### src/rtl/updown_wrap_tracker_if.sv
// Bus between an up/down counter's sampling side and the wrap tracker.
// The master drives the count samples; the slave returns the extended position and status.
interface updown_wrap_tracker_if #(
    parameter int EXT_W = 4,
    parameter int ERR_W = 8
);
    logic [3:0]       cnt_in;
    logic             dir;
    logic             valid;
    logic             resync;
    logic [EXT_W+3:0] ext_count;
    logic             wrap_up;
    logic             wrap_dn;
    logic             step_err;
    logic             dir_err;
    logic             ext_ovf;
    logic [ERR_W-1:0] err_count;
    logic             locked;

    modport master (
        output cnt_in, dir, valid, resync,
        input  ext_count, wrap_up, wrap_dn, step_err, dir_err, ext_ovf, err_count, locked
    );

    modport slave (
        input  cnt_in, dir, valid, resync,
        output ext_count, wrap_up, wrap_dn, step_err, dir_err, ext_ovf, err_count, locked
    );
endinterface

### src/rtl/updown_wrap_tracker.sv
// Extends a wrapping 4-bit up/down count into an EXT_W+4 bit position by counting wraps,
// and flags illegal steps and direction mismatches with a saturating error tally.
module updown_wrap_tracker #(
    parameter int EXT_W = 4,
    parameter int ERR_W = 8
) (
    input  logic                 clk,
    input  logic                 reset,
    updown_wrap_tracker_if.slave bus
);
    typedef enum logic {ST_INIT, ST_TRACK} state_t;

    state_t           state_reg, state_next;
    logic [EXT_W-1:0] epoch_reg, epoch_next;
    logic [3:0]       prev_reg, prev_next;
    logic             wrap_up_reg, wrap_up_next;
    logic             wrap_dn_reg, wrap_dn_next;
    logic             step_err_reg, step_err_next;
    logic             dir_err_reg, dir_err_next;
    logic             ovf_reg, ovf_next;
    logic [ERR_W-1:0] err_count_reg, err_count_next;
    logic [3:0]       delta;

    // Modulo-16 difference falls out of the 4-bit subtraction
    assign delta = bus.cnt_in - prev_reg;

    always_comb begin
        state_next     = state_reg;
        epoch_next     = epoch_reg;
        prev_next      = prev_reg;
        ovf_next       = ovf_reg;
        err_count_next = err_count_reg;
        wrap_up_next   = 1'b0;
        wrap_dn_next   = 1'b0;
        step_err_next  = 1'b0;
        dir_err_next   = 1'b0;

        if (bus.resync) begin
            state_next = ST_INIT;
        end else if (bus.valid) begin
            prev_next = bus.cnt_in;
            if (state_reg == ST_INIT) begin
                epoch_next = '0;
                state_next = ST_TRACK;
            end else begin
                case (delta)
                    4'd0: ;
                    4'd1: begin
                        dir_err_next = bus.dir;
                        if (prev_reg == 4'd15) begin
                            wrap_up_next = 1'b1;
                            epoch_next   = epoch_reg + 1'b1;
                            if (epoch_reg == '1)
                                ovf_next = 1'b1;
                        end
                    end
                    4'd15: begin
                        dir_err_next = ~bus.dir;
                        if (prev_reg == 4'd0) begin
                            wrap_dn_next = 1'b1;
                            epoch_next   = epoch_reg - 1'b1;
                            if (epoch_reg == '0)
                                ovf_next = 1'b1;
                        end
                    end
                    default: step_err_next = 1'b1;
                endcase
            end
        end

        // At most one error kind fires per sample; the tally sticks at full scale
        if ((step_err_next || dir_err_next) && (err_count_reg != '1))
            err_count_next = err_count_reg + 1'b1;
    end

    always_ff @(posedge clk) begin
        if (reset) begin
            state_reg     <= ST_INIT;
            epoch_reg     <= '0;
            prev_reg      <= '0;
            wrap_up_reg   <= 1'b0;
            wrap_dn_reg   <= 1'b0;
            step_err_reg  <= 1'b0;
            dir_err_reg   <= 1'b0;
            ovf_reg       <= 1'b0;
            err_count_reg <= '0;
        end else begin
            state_reg     <= state_next;
            epoch_reg     <= epoch_next;
            prev_reg      <= prev_next;
            wrap_up_reg   <= wrap_up_next;
            wrap_dn_reg   <= wrap_dn_next;
            step_err_reg  <= step_err_next;
            dir_err_reg   <= dir_err_next;
            ovf_reg       <= ovf_next;
            err_count_reg <= err_count_next;
        end
    end

    assign bus.ext_count = {epoch_reg, prev_reg};
    assign bus.wrap_up   = wrap_up_reg;
    assign bus.wrap_dn   = wrap_dn_reg;
    assign bus.step_err  = step_err_reg;
    assign bus.dir_err   = dir_err_reg;
    assign bus.ext_ovf   = ovf_reg;
    assign bus.err_count = err_count_reg;
    assign bus.locked    = (state_reg == ST_TRACK);
endmodule

### src/flat_wrapper.sv
// flat-port wrapper written by rule: the top's interface ports become plain ports
module updown_wrap_tracker_flat 
#(
    parameter int EXT_W = 4,
    parameter int ERR_W = 8
)
  (clk, reset, bus_cnt_in, bus_dir, bus_valid, bus_resync, bus_ext_count, bus_wrap_up, bus_wrap_dn, bus_step_err, bus_dir_err, bus_ext_ovf, bus_err_count, bus_locked);
  updown_wrap_tracker_if #(.EXT_W(EXT_W), .ERR_W(ERR_W)) bus_i ();
  input  logic clk;
  input  logic reset;
  input wire logic [$bits(bus_i.cnt_in)-1:0] bus_cnt_in;
  input wire logic [$bits(bus_i.dir)-1:0] bus_dir;
  input wire logic [$bits(bus_i.valid)-1:0] bus_valid;
  input wire logic [$bits(bus_i.resync)-1:0] bus_resync;
  output wire logic [$bits(bus_i.ext_count)-1:0] bus_ext_count;
  output wire logic [$bits(bus_i.wrap_up)-1:0] bus_wrap_up;
  output wire logic [$bits(bus_i.wrap_dn)-1:0] bus_wrap_dn;
  output wire logic [$bits(bus_i.step_err)-1:0] bus_step_err;
  output wire logic [$bits(bus_i.dir_err)-1:0] bus_dir_err;
  output wire logic [$bits(bus_i.ext_ovf)-1:0] bus_ext_ovf;
  output wire logic [$bits(bus_i.err_count)-1:0] bus_err_count;
  output wire logic [$bits(bus_i.locked)-1:0] bus_locked;
  assign bus_i.cnt_in = bus_cnt_in;
  assign bus_i.dir = bus_dir;
  assign bus_i.valid = bus_valid;
  assign bus_i.resync = bus_resync;
  assign bus_ext_count = bus_i.ext_count;
  assign bus_wrap_up = bus_i.wrap_up;
  assign bus_wrap_dn = bus_i.wrap_dn;
  assign bus_step_err = bus_i.step_err;
  assign bus_dir_err = bus_i.dir_err;
  assign bus_ext_ovf = bus_i.ext_ovf;
  assign bus_err_count = bus_i.err_count;
  assign bus_locked = bus_i.locked;
  updown_wrap_tracker #(.EXT_W(EXT_W), .ERR_W(ERR_W)) u_core (.clk(clk), .reset(reset), .bus(bus_i));
endmodule
### config.mk
export PLATFORM = sky130hd
export DESIGN_NAME = updown_wrap_tracker_flat
export DESIGN_NICKNAME = d
export VERILOG_FILES = /design/src/rtl/updown_wrap_tracker_if.sv /design/src/rtl/updown_wrap_tracker.sv /design/src/flat_wrapper.sv
export SDC_FILE = /design/constraint.sdc
export NUM_CORES = 1
export LEC_CHECK = 0
export CAP_MARGIN = 20
export CELL_PAD_IN_SITES_DETAIL_PLACEMENT = 0
export CELL_PAD_IN_SITES_GLOBAL_PLACEMENT = 1
export CORE_UTILIZATION = 33
export CTS_CLUSTER_SIZE = 8
export DETAILED_ROUTE_END_ITERATION = 16
export GPL_ROUTABILITY_DRIVEN = 0
export PLACE_DENSITY = 0.83
export SLEW_MARGIN = 20
export SYNTH_ARGS = -nofsm -noshare
export SYNTH_HDL_FRONTEND = slang
export SYNTH_SLANG_ARGS = --single-unit
### constraint.sdc
create_clock -name clk -period 2.87 [get_ports clk]
set_input_delay 0.4305 -clock clk [delete_from_list [all_inputs] [get_ports clk]]
set_output_delay 0.4305 -clock clk [all_outputs]
set_load 0.005 [all_outputs]
; ---- After elaboration in Yosys (flattened, before gate mapping)
; Cells that the tools add are included.
[op_classes]
n_mux = 19
reduce_logical = 13
add_sub_neg = 4
n_eq_ne = 12
bitwise = 6
[op_table]
columns = operator, n
row1 = two-way mux 1 bit, 13
row2 = "== test 4 bit, second input constant", 3
row3 = zero test 4 bit, 3
row4 = two-way mux 4 bit, 3
row5 = OR reduction 5 bit, 2
row6 = "inequality test 3 bit, second input constant", 3
row7 = "adder 8 x 1 -> 8 bit, second input constant", 1
row8 = "inequality test 2 x 1 -> 1 bit, second input constant", 4
row9 = "inequality test 8 bit, second input constant", 1
row10 = one-hot mux 4 bit (2 select lines), 1
row11 = AND reduction 8 bit, 1
row12 = inverter 1 bit, 6
row13 = AND reduction 5 bit, 1
row14 = "adder 4 x 1 -> 4 bit, second input constant", 1
row15 = "== test 4 x 1 -> 1 bit, second input constant", 1
row16 = one-hot mux 1 bit (2 select lines), 2
row17 = "subtractor 4 x 1 -> 4 bit, second input constant", 1
row18 = subtractor 4 bit, 1
row19 = OR reduction 3 bit, 1
row20 = AND reduction 2 bit, 1
row21 = nonzero test 2 bit, 1
row22 = OR reduction 2 bit, 1
row23 = logical AND 1 bit, 1
row24 = logical OR 1 bit, 1
[word_totals]
ff_bits = 22
inputBits = 9
out_inout_bits = 22
elab_cells = 63

; ---- Depth between registers and ports, before layout
[depth]
ltp_word = 9
ltp_mapped = 13
mapped_depth_nobuf = 13

; ---- Worst setup path after synthesis
; Ideal clock, no wire load.
[synth_timing]
path_type = input port to flip-flop
start = input port bus_cnt_in[0]
end = register u_core.epoch_reg[3]
setup_ns = 0.070
t_arrival_ns = 2.763
setup_slack_ns = 0.037
n_path_buf = 0
cell_stages = 13
required_ns = 2.800
path_cell_list = inv_1 ha_1 inv_1 fa_1 xor2_1 nand2_1 nor4_2 ha_1 o21ai_0 nand2b_1 o22ai_1 mux2_1 a21oi_1
[synth_between]
elab_chain_cells = 4
word_cells_on_any_way = 9
cone_classes = add/sub (1) / eq/ne (5) / mux (2) / reduce/logical (1)
[synth_rtl]
columns = item, line
row1 = from (decl), flat_wrapper.sv:11  ; input wire logic [$bits(bus_i.cnt_in)-1:0] bus_cnt_in;
row2 = subtractor 4 bit (*), updown_wrap_tracker.sv:25  ; assign delta = bus.cnt_in - prev_reg;
row3 = == test 4 bit or == test 4 x 1 -> 1 bit (tied branches), updown_wrap_tracker.sv:46  ; case (delta)
row4 = inequality test 3 bit (no source line) or one-hot mux 4 bit (2 select lines) (tied branches), -
row5 = AND reduction 5 bit (no source line) or two-way mux 4 bit (tied branches), -
row6 = to (signal assigned), updown_wrap_tracker.sv:89  ; epoch_reg <= epoch_next;
row7 = to (decl), updown_wrap_tracker.sv:14  ; logic [EXT_W-1:0] epoch_reg, epoch_next;
; Mark *: on every way between the ends. The rest lies on a longest branch, timed or not.
; A chain may end at the register's enable or synchronous reset.

; ---- Worst setup path after layout
[layout_timing]
start = input port bus_cnt_in[2]
end = register u_core.epoch_reg[2]
; The elaborated chain is that of the path after synthesis.

==> impl_metrics.json <==
{
  "clk_pin_slew_ps": 90,
  "nets": 222,
  "grtUsageTotal_pct": 17.5,
  "numCtsBuffers": 3,
  "grt_max_degree": 17,
  "die-area_mm2": 0.00432,
  "ant_nets": 0,
  "yosys_most_used_dff": "dfxtp_1",
  "reg2reg_from": "u_core.prev_reg[0]$_SDFFE_PP0P_",
  "portBuffers": 30,
  "synth_fp_nets": 167,
  "area_delta_synth_final_pct": 45.8,
  "relSlewSlack_pct": 76.6,
  "slew_viol_final": 0,
  "fin_crit_sh_pct": 94.2,
  "synth-seq-cells": 22,
  "drc": 0,
  "seq_area_frac_synth_pct": 32.8,
  "dpl.hpwl_um": 2580,
  "dieWidth_um": 65.8,
  "vias": 1313,
  "cp_slowest_cell": "clkdlybuf4s50_1",
  "largest_register_ffs": 8,
  "core_mm2": 0.00377,
  "antennaDiodeCount": 0,
  "rsz0062_at_grt": "false",
  "async_flop_share_pct": 0,
  "hold_ws_ps": 500,
  "clkSinkCount": 22,
  "ir_drop_v": 0.000278,
  "r2r_end": "u_core.epoch_reg[2]$_SDFFE_PP0P_",
  "whs_path_depth": 2,
  "cp_data_required_time_ps": 3030,
  "place_inst": 244,
  "start_util_pct": 35.6,
  "drtPass1Iterations": 4,
  "critical_path.top_delay_family": "buffers and inverters",
  "grt_pass1_vias": 1293,
  "outcome": "completed",
  "tightestPinTransition_ps": 349,
  "period_minus_slack_ps": 2700,
  "rrSetupSlack_ps": 260,
  "synth_edf_count": 0,
  "ctsHtreeMaxLevel": 1,
  "floorplan.rows": 22,
  "antenna_found_initial": 0,
  "worstPathArrival_ps": 2860,
  "max_freq_mhz": 370,
  "start_kind": "primary input",
  "setup_viol_count_final": 0,
  "finalNonFillerCells": 253,
  "postSynthAreaPerCell_um2": 8.88,
  "syn-cell-area_mm2": 0.00134,
  "crit_buf_inv": 3,
  "drt_iter0_drc": 29,
  "p_per_area_mw_per_mm2": 393,
  "hold_viol": 0,
  "postPlaceCellArea_mm2": 0.00181,
  "n_fill_cell": 340,
  "crit_type": "in -> reg",
  "grt-ovfl-total": 0,
  "hp-start": "u_core.bus.ext_ovf$_SDFFE_PP0P_",
  "yosys_warnings": 0,
  "drt_wl_total_um": 3490,
  "p_leak_uw": 0.000751,
  "chipHeight_um": 65.8,
  "crit_chain": "clkdlybuf4s50_1 -> ha_1 -> a21oi_1 -> a21oi_2 -> nor4_4 -> buf_4 -> buf_4 -> xor2_2 -> ha_2 -> a21oi_1 -> xnor2_1 -> a22o_1",
  "hold_class": "reg -> reg",
  "hold_path_end": "u_core.bus.ext_ovf$_SDFFE_PP0P_",
  "yosysUniqueCellTypes": 46,
  "cts_tree": "built",
  "wl_per_cell_um": 13.8,
  "final_cell_area_mm2": 0.00196,
  "skew_ps": 8.65,
  "postCtsHoldBufs": 0,
  "viasPerCell": 5.19,
  "io_pins": 31,
  "clk-insertion-delay-late_ps": 270,
  "syn_inst": 151,
  "cap_violations": 0,
  "drive_gt1_share_pct": 22.0,
  "crit_fanout": 5,
  "clk_path_buf_depth": 2,
  "cts_root_buf": "clkbuf_8",
  "reg2reg_depth": 13,
  "endpoint_kind": "register",
  "grt_pass1_wl_um": 5770,
  "worst_path_largest_cell_delay_ps": 430
}
==> worst max path at each step <==
stage,startpoint,endpoint,depth (start not counted)
6_report,bus_cnt_in[2],u_core.epoch_reg[2]$_SDFFE_PP0P_,12
5_1_grt,bus_cnt_in[2],u_core.epoch_reg[3]$_SDFFE_PP0P_,11
4_1_cts,u_core.prev_reg[0]$_SDFFE_PP0P_,u_core.epoch_reg[3]$_SDFFE_PP0P_,12
3_5_place_dp,bus_cnt_in[0],u_core.epoch_reg[3]$_SDFFE_PP0P_,14
3_3_place_gp,bus_cnt_in[0],u_core.epoch_reg[3]$_SDFFE_PP0P_,12
2_1_floorplan,bus_cnt_in[0],u_core.epoch_reg[3]$_SDFFE_PP0P_,13
==> per-stage QoR <==
stage          utilization (%)  TNS, ps  total power (uW)  setup slack (ps)
2_1_floorplan                -        0               402              37.4
3_3_place_gp              48.0    -1170               460              -207
3_5_place_dp              48.0    -2060               464              -304
4_1_cts                   51.2        0               766               102
5_1_grt                   51.9        0               804              1.42
6_report                  51.9        0               769               167
==> synth_stat cells (2+ instances only) <==
master	count	area (um^2)
buf_6	2	22.5
nand3b_1	2	15.0
mux2i_1	2	20.0
a22o_1	2	17.5
a21oi_1	11	55.1
and3_1	2	12.5
nor4_1	6	37.5
nor3_1	3	15.0
nand3_1	6	30.0
a211oi_1	2	15.0
mux2_1	6	67.6
inv_1	8	30.0
nand2b_1	2	12.5
dfxtp_1	22	440
nand4_1	4	25.0
ha_1	6	75.1
xnor2_1	2	17.5
nor2b_1	6	37.5
nor2_1	10	37.5
and2_1	2	12.5
xor2_1	3	26.3
nand2_1	18	67.6
==> tightest hold or removal path, cell delays in order (launching register included) <==
cell     delay (ps)
dfxtp_1         350
a31oi_1          50
nor2_1           80
==> what timing repair did <==
| action | 4_1_cts | 5_1_grt |
|---|---|---|
| endpoints found under the setup margin | 1 | 6 |
| buffers inserted | 4 | 1 |
| pin swaps | 6 | 3 |
| hold endpoints to repair | 0 | 0 |
| gates resized for setup | 8 | 3 |
==> cell families (layout without fill, tap and decap cells) <==
logic type | Yosys count | count (layout) | share of synthesized area (%)
AO/OA/AOI/OAI | 28 | 28 | 17.5
XOR/XNOR | 5 | 5 | 3.27
adder cells (fa/ha/maj) | 7 | 7 | 7.09
buffers and inverters | 12 | 66 | 4.76
flip-flops | 22 | 22 | 32.8
multiplexers | 9 | 9 | 7.37
AND/OR/NAND/NOR | 68 | 68 | 27.1
==> layout by cell type, fill, tap and decap left out, drive strengths merged, types with 2 or more instances in the layout <==
cell / synthesis / final
dfxtp: 22 / 22
ha: 6 / 6
o21ai: 3 / 3
xor2: 3 / 3
nand3b: 2 / 2
and2: 2 / 2
buf: 3 / 24
nor4: 7 / 7
nor2: 10 / 10
a22o: 2 / 2
nand2: 19 / 19
inv: 8 / 8
a211oi: 2 / 2
mux2i: 2 / 2
clkdlybuf4s50: 0 / 29
a21oi: 12 / 12
mux2: 7 / 7
nand2b: 2 / 2
and3: 2 / 2
nand4: 4 / 4
xnor2: 2 / 2
clkbuf: 1 / 3
nor3: 4 / 4
nor2b: 6 / 6
nand3: 6 / 6
==> report_power, final <==
| group | total [uW] | internal [uW] | switching [uW] |
|---|---|---|---|
| Combinational | 160 | 79.3 | 80.2 |
| Sequential | 315 | 309 | 6.38 |
| Clock | 294 | 186 | 107 |
==> routing by layer <==
metal  vias up  global-route usage [%]  wire length [um]
met3         9                    3.99               123
li1        658                       -                 -
met2        30                    30.1              1730
met1       616                    20.7              1560
met5         -                       0                 0
met4         0                    7.07                67
==> cell type report <==
type	count	area [um^2]	share of cell area, %
inverter	8	30.0	1.54
sequential	22	442	22.6
clock buffer	3	41.3	2.11
multi-input combinational	117	873	44.7
clock inverter	1	30.0	1.54
tap	48	60.1	3.07
timing repair buffer	54	479	24.5
Power figures use the tool's default switching activity.
